## src/rtl/pwm_multichannel.sv

```systemverilog
// pwm_multichannel
//   Multi-channel PWM generator. One shared counter drives CHANNELS
//   comparators. The counter runs edge-aligned (0..max, wrap) or
//   centre-aligned (0..max..1, then 0). Duty, period and mode are held in
//   shadow registers that only change at a period boundary, so a period in
//   progress is never disturbed.
//
// Ports
//   clk           system clock
//   rst_n         asynchronous active-low reset
//   enable        1 = run; 0 = counter held at 0, outputs low
//   load          one-cycle request to refresh the shadow registers
//   mode          0 = edge-aligned, 1 = centre-aligned (shadowed)
//   max_value     period terminal count (shadowed)
//   duty_flat     channel i duty at duty_flat[i*WIDTH +: WIDTH] (shadowed)
//   pwm_out       registered PWM outputs, one per channel
//   period_start  one-cycle pulse while pwm_out reflects cnt = 0
//   load_ack      one-cycle pulse after the shadow registers were refreshed
//
// Load handshake: a load pulse arms 'pending'; further pulses while armed
// are absorbed. The shadows sample mode/max_value/duty_flat in the last
// cycle of a period (or on any cycle while disabled) when pending or load
// is high, and load_ack pulses in the following cycle. The driver keeps
// the inputs stable from load until load_ack.
module pwm_multichannel #(
  parameter int WIDTH    = 8,
  parameter int CHANNELS = 4
) (
  input  logic                      clk,
  input  logic                      rst_n,
  input  logic                      enable,
  input  logic                      load,
  input  logic                      mode,
  input  logic [WIDTH-1:0]          max_value,
  input  logic [CHANNELS*WIDTH-1:0] duty_flat,
  output logic [CHANNELS-1:0]       pwm_out,
  output logic                      period_start,
  output logic                      load_ack
);

  localparam logic [WIDTH-1:0] ONE = WIDTH'(1);

  typedef enum logic {
    DIR_UP   = 1'b0,
    DIR_DOWN = 1'b1
  } dir_e;

  logic [WIDTH-1:0]          cnt;
  logic [WIDTH-1:0]          cnt_nxt;
  dir_e                      dir;
  dir_e                      dir_nxt;
  logic [WIDTH-1:0]          max_sh;
  logic                      mode_sh;
  logic [CHANNELS*WIDTH-1:0] duty_sh;
  logic                      pending;
  logic                      at_max;
  logic                      boundary;
  logic                      apply;
  logic [CHANNELS-1:0]       pwm_nxt;

  assign at_max = (cnt == max_sh);

  // Last cycle of a period. In centre mode the turn-around cycle (cnt==max)
  // already counts as "heading down", which makes max==1 give the 0,1
  // sequence with a boundary at cnt==1.
  always_comb begin
    boundary = 1'b0;
    if (!mode_sh) begin
      boundary = at_max;
    end else begin
      boundary = ((cnt == ONE) && ((dir == DIR_DOWN) || at_max)) ||
                 (max_sh == '0);
    end
  end

  assign apply = (pending || load) && (boundary || !enable);

  // Counter/direction next state. A boundary or a disabled cycle always
  // restarts at cnt=0 counting up, which is also where a mode change lands.
  always_comb begin
    cnt_nxt = cnt;
    dir_nxt = dir;
    if (!enable || boundary) begin
      cnt_nxt = '0;
      dir_nxt = DIR_UP;
    end else if (!mode_sh) begin
      cnt_nxt = cnt + ONE;
    end else if (dir == DIR_DOWN) begin
      cnt_nxt = cnt - ONE;
    end else if (at_max) begin
      cnt_nxt = cnt - ONE;
      dir_nxt = DIR_DOWN;
    end else begin
      cnt_nxt = cnt + ONE;
    end
  end

  always_comb begin
    pwm_nxt = '0;
    for (int i = 0; i < CHANNELS; i++) begin
      pwm_nxt[i] = enable && (cnt < duty_sh[i*WIDTH +: WIDTH]);
    end
  end

  always_ff @(posedge clk or negedge rst_n) begin
    if (!rst_n) begin
      cnt          <= '0;
      dir          <= DIR_UP;
      max_sh       <= '0;
      mode_sh      <= 1'b0;
      duty_sh      <= '0;
      pending      <= 1'b0;
      pwm_out      <= '0;
      period_start <= 1'b0;
      load_ack     <= 1'b0;
    end else begin
      cnt          <= cnt_nxt;
      dir          <= dir_nxt;
      pwm_out      <= pwm_nxt;
      period_start <= enable && (cnt == '0);
      load_ack     <= apply;
      if (apply) begin
        mode_sh <= mode;
        max_sh  <= max_value;
        duty_sh <= duty_flat;
        pending <= 1'b0;
      end else begin
        pending <= pending || load;
      end
    end
  end

endmodule
```

## config.mk

```make
export PLATFORM = sky130hd
export DESIGN_NAME = pwm_multichannel
export DESIGN_NICKNAME = d
export VERILOG_FILES = /design/src/rtl/pwm_multichannel.sv
export SDC_FILE = /design/constraint.sdc
export NUM_CORES = 1
export LEC_CHECK = 0
export CAP_MARGIN = 20
export CORE_MARGIN = 2
export CORE_UTILIZATION = 54
export CTS_CLUSTER_SIZE = 8
export DETAILED_ROUTE_END_ITERATION = 10
export PLACE_DENSITY = 0.82
export SETUP_SLACK_MARGIN = 0.4
export SLEW_MARGIN = 20
export SYNTH_ARGS = -nofsm -noshare
export SYNTH_HDL_FRONTEND = slang
export SYNTH_SLANG_ARGS = --single-unit
```

## constraint.sdc

```tcl
create_clock -name clk -period 2.32 [get_ports clk]
set_input_delay 0.58 -clock clk [delete_from_list [all_inputs] [get_ports clk]]
set_output_delay 0.58 -clock clk [all_outputs]
set_load 0.05 [all_outputs]
```

## After elaboration in Yosys (flattened, before gate mapping)

Cells that the tools add are included.

| storage, ports and cells | value |
|---|---|
| register bits after elaboration | 57 |
| input bits | 45 |
| output and inout bits | 6 |
| word-level logic and storage cells | 42 |

| cells by class | value |
|---|---|
| add/sub/neg operators | 2 |
| order comparisons | 4 |
| equal/unequal tests | 2 |
| muxes and demuxes | 10 |
| reductions and logical operators | 15 |

Operators by type and width:

| kind | count |
|---|---|
| 8-bit < comparator | 4 |
| 8-bit two-way mux | 4 |
| 8-bit logical NOT | 2 |
| 8-bit by 1-bit adder with 8-bit output, second input constant | 1 |
| 8-bit by 1-bit equality test with 1-bit output, second input constant | 1 |
| 8-bit equality test | 1 |
| 8-bit by 1-bit subtractor with 8-bit output, second input constant | 1 |
| 1-bit logical AND | 7 |
| 1-bit two-way mux | 6 |
| 1-bit logical OR | 4 |
| 2-bit nonzero test | 1 |
| 1-bit logical NOT | 1 |

## Logic depth before layout (Yosys ltp)

Gate-level depths: netlist (run 1).

| logic depth | value |
|---|---|
| depth after elaboration | 8 |
| mapped depth | 8 |
| depth with buffers taken out | 7 |

## Worst setup path after synthesis (run 1)

Ideal clock, no wire load.

| path | value |
|---|---|
| path type | flip-flop to flip-flop |
| from | register cnt[3] |
| to | register duty_sh[0] |
| library setup time | 125 ps |
| arrival | 1,837 ps |
| setup slack | 358 ps |
| stages on the path, launching flop included | 9 |
| buffers on the path | 2 |
| clock period less this slack | 1,962 ps |
| cell sequence | dfrtp_1 -> buf_2 -> xnor2_1 -> nand4_1 -> o2bb2a_2 -> o211ai_2 -> o21ai_2 -> buf_6 -> mux2_4 |

| on the way | value |
|---|---|
| longest elaborated chain between the ends | 7 |

Ends and longest elaborated chain:

| item | RTL line | source |
|---|---|---|
| start, declared | 48 | `logic [WIDTH-1:0] cnt;` |
| start signal, assigned | 117 | `cnt <= cnt_nxt;` |
| 8-bit equality test | 61 | `assign at_max = (cnt == max_sh);` |
| 1-bit logical OR | 71 | `boundary = ((cnt == ONE) && ((dir == DIR_DOWN) \|\| at_max)) \|\|` |
| 1-bit logical AND | 71 |  |
| 1-bit logical OR | 71 |  |
| 1-bit two-way mux (*) | 68 | `if (!mode_sh) begin` |
| 1-bit logical OR (*) | 76 | `assign apply = (pending \|\| load) && (boundary \|\| !enable);` |
| 1-bit logical AND (*) | 76 |  |
| end signal, assigned | 125 | `duty_sh <= duty_flat;` |
| end, declared | 54 | `logic [CHANNELS*WIDTH-1:0] duty_sh;` |

Mark *: on every way between the ends. The rest lies on a longest branch, timed or not.
A chain may end at the register's enable or synchronous reset.

## Worst setup path in the final report (run 1)

| path | value |
|---|---|
| from | register cnt[6] |
| to | register max_sh[6] |

| on the way | value |
|---|---|
| longest elaborated chain between the ends | 7 |

Ends and longest elaborated chain:

| item | RTL line | source |
|---|---|---|
| 8-bit equality test | 61 |  |
| 1-bit logical OR | 71 |  |
| 1-bit logical AND | 71 |  |
| 1-bit logical OR | 71 |  |
| 1-bit two-way mux (*) | 68 |  |
| 1-bit logical OR (*) | 76 |  |
| 1-bit logical AND (*) | 76 |  |
| end signal, assigned | 124 | `max_sh <= max_value;` |
| end, declared | 52 | `logic [WIDTH-1:0] max_sh;` |

Marked as above.

==> parameters.txt, run 1 <==
Parameter                              Value

Cells and area
  Fraction of the core area covered by cells at the end of the flow    0.734
  Diodes inserted    0
  Area Overhead vs Synth    30.1%
  Fill cell total of the finished layout    around 430
  Seq. cell area    between 1000 and 1500 µm²
  Share of final-layout standard cells stronger than drive strength 1    0.256
  Total Nets Final    around 440
  Area taken by multi-input logic gates    between 1500 and 2000 µm²
  Final non-filler cell area    approximately 4400 µm²

GRT
  Global-route wire length before repair    approximately 12000 µm
  Grt ovf    0
  Vias in the first global route    around 2500
  Total routing resource utilization after global routing    0.220
  Antenna violations before repair    0
  Pin count of the biggest net entering global routing    58

Worst hold path
  Min-delay worst type    input pin to asynchronous set/reset pin

Setup path
  Endpoint required time on the critical path    roughly 2.5 ns
  Largest fanout of any net on the critical path    8
  Cells on worst reg2reg path    7
  Category of the worst setup path capture point    flip-flop
  Nature of the critical path startpoint    flip-flop
  Critical path arrival    approximately 2.2 ns
  Type of the worst setup path    flip-flop to flip-flop

Power and ir drop
  Internal power consumption    approximately 2.0 mW
  Maximum VDD drop    0.000513 V
  Reported net switching power    ~0.85 mW
  Fraction of power consumed by the clock network    0.278
  Switching share of power    0.298
  Logic gate share of total power    0.282
  Total power of the final layout    roughly 2.9 mW
  Sequential fraction of design power    0.440
  Total power density per cell area    about 650 nW/µm²
  Static Leak    approximately 2.2 nW

Timing
  Worst Tran Pin Value    a little over 0.7 ns
  Final hold violations    0
  Setup repair after global routing missed its margin    true
  FMAX    just under 500 MHz
  Worst-case clock skew    roughly 0.011 ns
  Final clock period utilization by the worst path    0.871
  Final setup TNS    0 ns
  Final number of max-transition violations    0
  Min Clock Period, post-route    between 2 and 2.5 ns
  Final setup violation count    0
  Rel. slew slack    0.525

Routing
  Number of routed nets with antenna violations    0
  First-pass iteration count of the detailed router    4
  Iter 0 DRT Violations    around 350
  Detailed Route WL    about 7700 µm
  DRC    0
  Mean number of vias per cell    roughly 5.5
  WL per Instance    17.2 µm
  Via count of the routed design    ~2500

CTS
  Clock tree from TritonCTS    built
  Root buffer cell    sky130_fd_sc_hd__clkbuf_8
  Number of buffers created by CTS    9
  Number of clock sinks    57
  Number of buffers inserted by hold repair at cts    0
  Clk_lat worst skew    about 0.35 ns
  CTS max path bufs    2
  Clock-pin transition on the worst setup and hold timing paths    about 0.060 ns
  H-tree depth    3

Die
  Starting utilization of the core area    0.564
  Full die area    6870 µm²
  Die Y    82.9 µm
  Die boundary width    just over 80 µm
  Core region area    5960 µm²
  Top-level I/O count    51
  Standard-cell rows    28

Run
  Max Cap Violations    0

Synthesis
  Post-Synthesis Mean Instance Area    around 11 µm²
  Share of synthesized area occupied by flip-flops and latches    0.424
  Mapped cell area    between 3000 and 4000 µm²
  Count of unique library cells instantiated by Yosys    33
  Register bit count reported by yosys    57
  Leading cell types by count after synthesis    sky130_fd_sc_hd__dfrtp_1 (57), sky130_fd_sc_hd__mux2_4 (39), sky130_fd_sc_hd__inv_1 (37)
  Cell type with the largest total area after synthesis    sky130_fd_sc_hd__dfrtp_1
  Top-area cell type share of the netlist area    0.424
  Synth top area cells    sky130_fd_sc_hd__dfrtp_1 (42%), sky130_fd_sc_hd__mux2_4 (17%), sky130_fd_sc_hd__ha_1 (12%)
  Synth warnings    0
  Proportion of register bits with asynchronous set or reset after synthesis    1.00
  Net count of the mapped netlist    between 300 and 400
  Most frequent cell after synthesis    sky130_fd_sc_hd__dfrtp_1
  Synthesized netlist cell count    approximately 300
  Most used flip-flop cell after synthesis    sky130_fd_sc_hd__dfrtp_1
  Count of flip-flops with a built-in enable after synthesis    0

Placed design
  Port Buf Inserts    50
  Weighted congestion reported at the end of routability-driven placement    around 0.8
  Half-perimeter wire length after placement    just under 5000 µm
  Cell area after placement    just over 4000 µm²

Outcome
  Outcome    finished, final reports clean
## power groups by stage
| stage | combinational (mW) | clock [mW] | sequential, mW |
|---|---|---|---|
| floorplan | 0.488 | 0 | 1.28 |
| global placement | 0.718 | 0 | 1.26 |
| detailed placement | 0.749 | 0 | 1.27 |
| CTS | 0.755 | 0.809 | 1.25 |
| global route | 0.878 | 0.853 | 1.27 |
| finish | 0.805 | 0.794 | 1.26 |
## per-layer routing
metal  track usage  part of all wire  vias up
li1              -                 -     1155
met1         0.268              0.41     1224
met5             0                 0        -
met3        0.0537             0.053       20
met2         0.365              0.51       74
met4         0.107             0.025        0
## placed cells by master, fill, tap and decap left out, types with 2 or more instances in the layout
cell type                         Yosys  final
sky130_fd_sc_hd__a211oi_1             4      4
sky130_fd_sc_hd__a21boi_0             2      2
sky130_fd_sc_hd__a21o_1               9      9
sky130_fd_sc_hd__a21oi_1              4      4
sky130_fd_sc_hd__and3_1               3      3
sky130_fd_sc_hd__and4_1               3      3
sky130_fd_sc_hd__buf_12               0      2
sky130_fd_sc_hd__buf_4                0     18
sky130_fd_sc_hd__buf_6                5      2
sky130_fd_sc_hd__clkbuf_16            0      2
sky130_fd_sc_hd__clkbuf_8             0     10
sky130_fd_sc_hd__clkdlybuf4s50_1      0     43
sky130_fd_sc_hd__clkinv_2             0      4
sky130_fd_sc_hd__dfrtp_1             57     54
sky130_fd_sc_hd__dfrtp_2              0      3
sky130_fd_sc_hd__dlygate4sd2_1        0      6
sky130_fd_sc_hd__ha_1                32     31
sky130_fd_sc_hd__inv_1               37     37
sky130_fd_sc_hd__mux2_2               2      2
sky130_fd_sc_hd__mux2_4              39     39
sky130_fd_sc_hd__nand2_1              6      6
sky130_fd_sc_hd__nand2b_1             5      5
sky130_fd_sc_hd__nand3_1              5      5
sky130_fd_sc_hd__nand4_1              4      4
sky130_fd_sc_hd__nor2_1              18     18
sky130_fd_sc_hd__nor2b_1              5      5
sky130_fd_sc_hd__nor3_1               6      6
sky130_fd_sc_hd__nor3b_1              6      5
sky130_fd_sc_hd__nor4_1               3      2
sky130_fd_sc_hd__o211ai_1             4      4
sky130_fd_sc_hd__o21ai_0             13     13
sky130_fd_sc_hd__xnor2_1              8      3
sky130_fd_sc_hd__xnor2_2              0      5
## path summary, 6_finish.rpt
check                                         from                       to  slack, ns
min reg2reg                duty_sh[19]$_DFFE_PN0P_  duty_sh[19]$_DFFE_PN0P_       0.51
max                               cnt[6]$_DFF_PN0_    max_sh[6]$_DFFE_PN0P_       0.30
min                                          rst_n    max_sh[6]$_DFFE_PN0P_       0.36
min in group clk           duty_sh[19]$_DFFE_PN0P_  duty_sh[19]$_DFFE_PN0P_       0.51
max in group asynchronous                    rst_n      mode_sh$_DFFE_PN0P_       1.42
max reg2reg                       cnt[6]$_DFF_PN0_    max_sh[6]$_DFFE_PN0P_       0.30
## what timing repair did
item / 4_1_cts / 5_1_grt
gates cloned: 0 / 3
resized for setup: 11 / 8
setup endpoints to repair: 47 / 42
setup buffers: 2 / 5
pin swaps: 1 / 6
## kinds of logic (layout without fill, tap and decap cells)
family | after synthesis | count (layout) | synth area share
AOI/OAI and AO/OA | 41 | 41 | 0.0815
buffers and inverters | 48 | 126 | 0.0662
and+or+nand+nor | 65 | 65 | 0.105
DFF | 57 | 57 | 0.424
xor gates and xnor gates | 9 | 9 | 0.0234
adders and majority gates | 32 | 32 | 0.119
muxes | 41 | 41 | 0.181
## worst max-delay path: stages, from the launching register on
cell and delay, ns:
sky130_fd_sc_hd__dfrtp_1 0.42, sky130_fd_sc_hd__xnor2_2 0.21, sky130_fd_sc_hd__nand4_1 0.16, sky130_fd_sc_hd__o2bb2a_4 0.25
sky130_fd_sc_hd__o211ai_4 0.19, sky130_fd_sc_hd__o21ai_4 0.17, sky130_fd_sc_hd__clkbuf_16 0.21, sky130_fd_sc_hd__mux2_4 0.29
## layout make-up
class	instances	share of cell area
multi-input cells	188	0.415
flip-flops and latches	57	0.327
repair buffers	74	0.168
clock buffers	11	0.0323
inverters	37	0.0318
well taps	75	0.0215
clock inverters	4	0.00458
## sequential cells by signal (all words and copies together) (netlist names)
signal,flops
load_ack,1
mode_sh,1
pending,1
dir,1
period_start,1
cnt,8
pwm_out,4
max_sh,8
duty_sh,32
## stage by stage
stage	hold WS [ns]	instances	setup WS, ns
finish	0.364	446	0.300
global route	0.460	446	0.227
CTS	0.401	438	0.344
detailed placement	0.493	421	0.264
global placement	0.491	421	0.297
floorplan	0.284	293	0.402
Note: power is estimated with default switching activity, not from simulation.
==> run 2, diff against run 1 <==
Settings changed: HOLD_SLACK_MARGIN from default to 0.03.
==> results of run 2 <==
The final DEF is identical to that of run 1; final timing and power are the same.
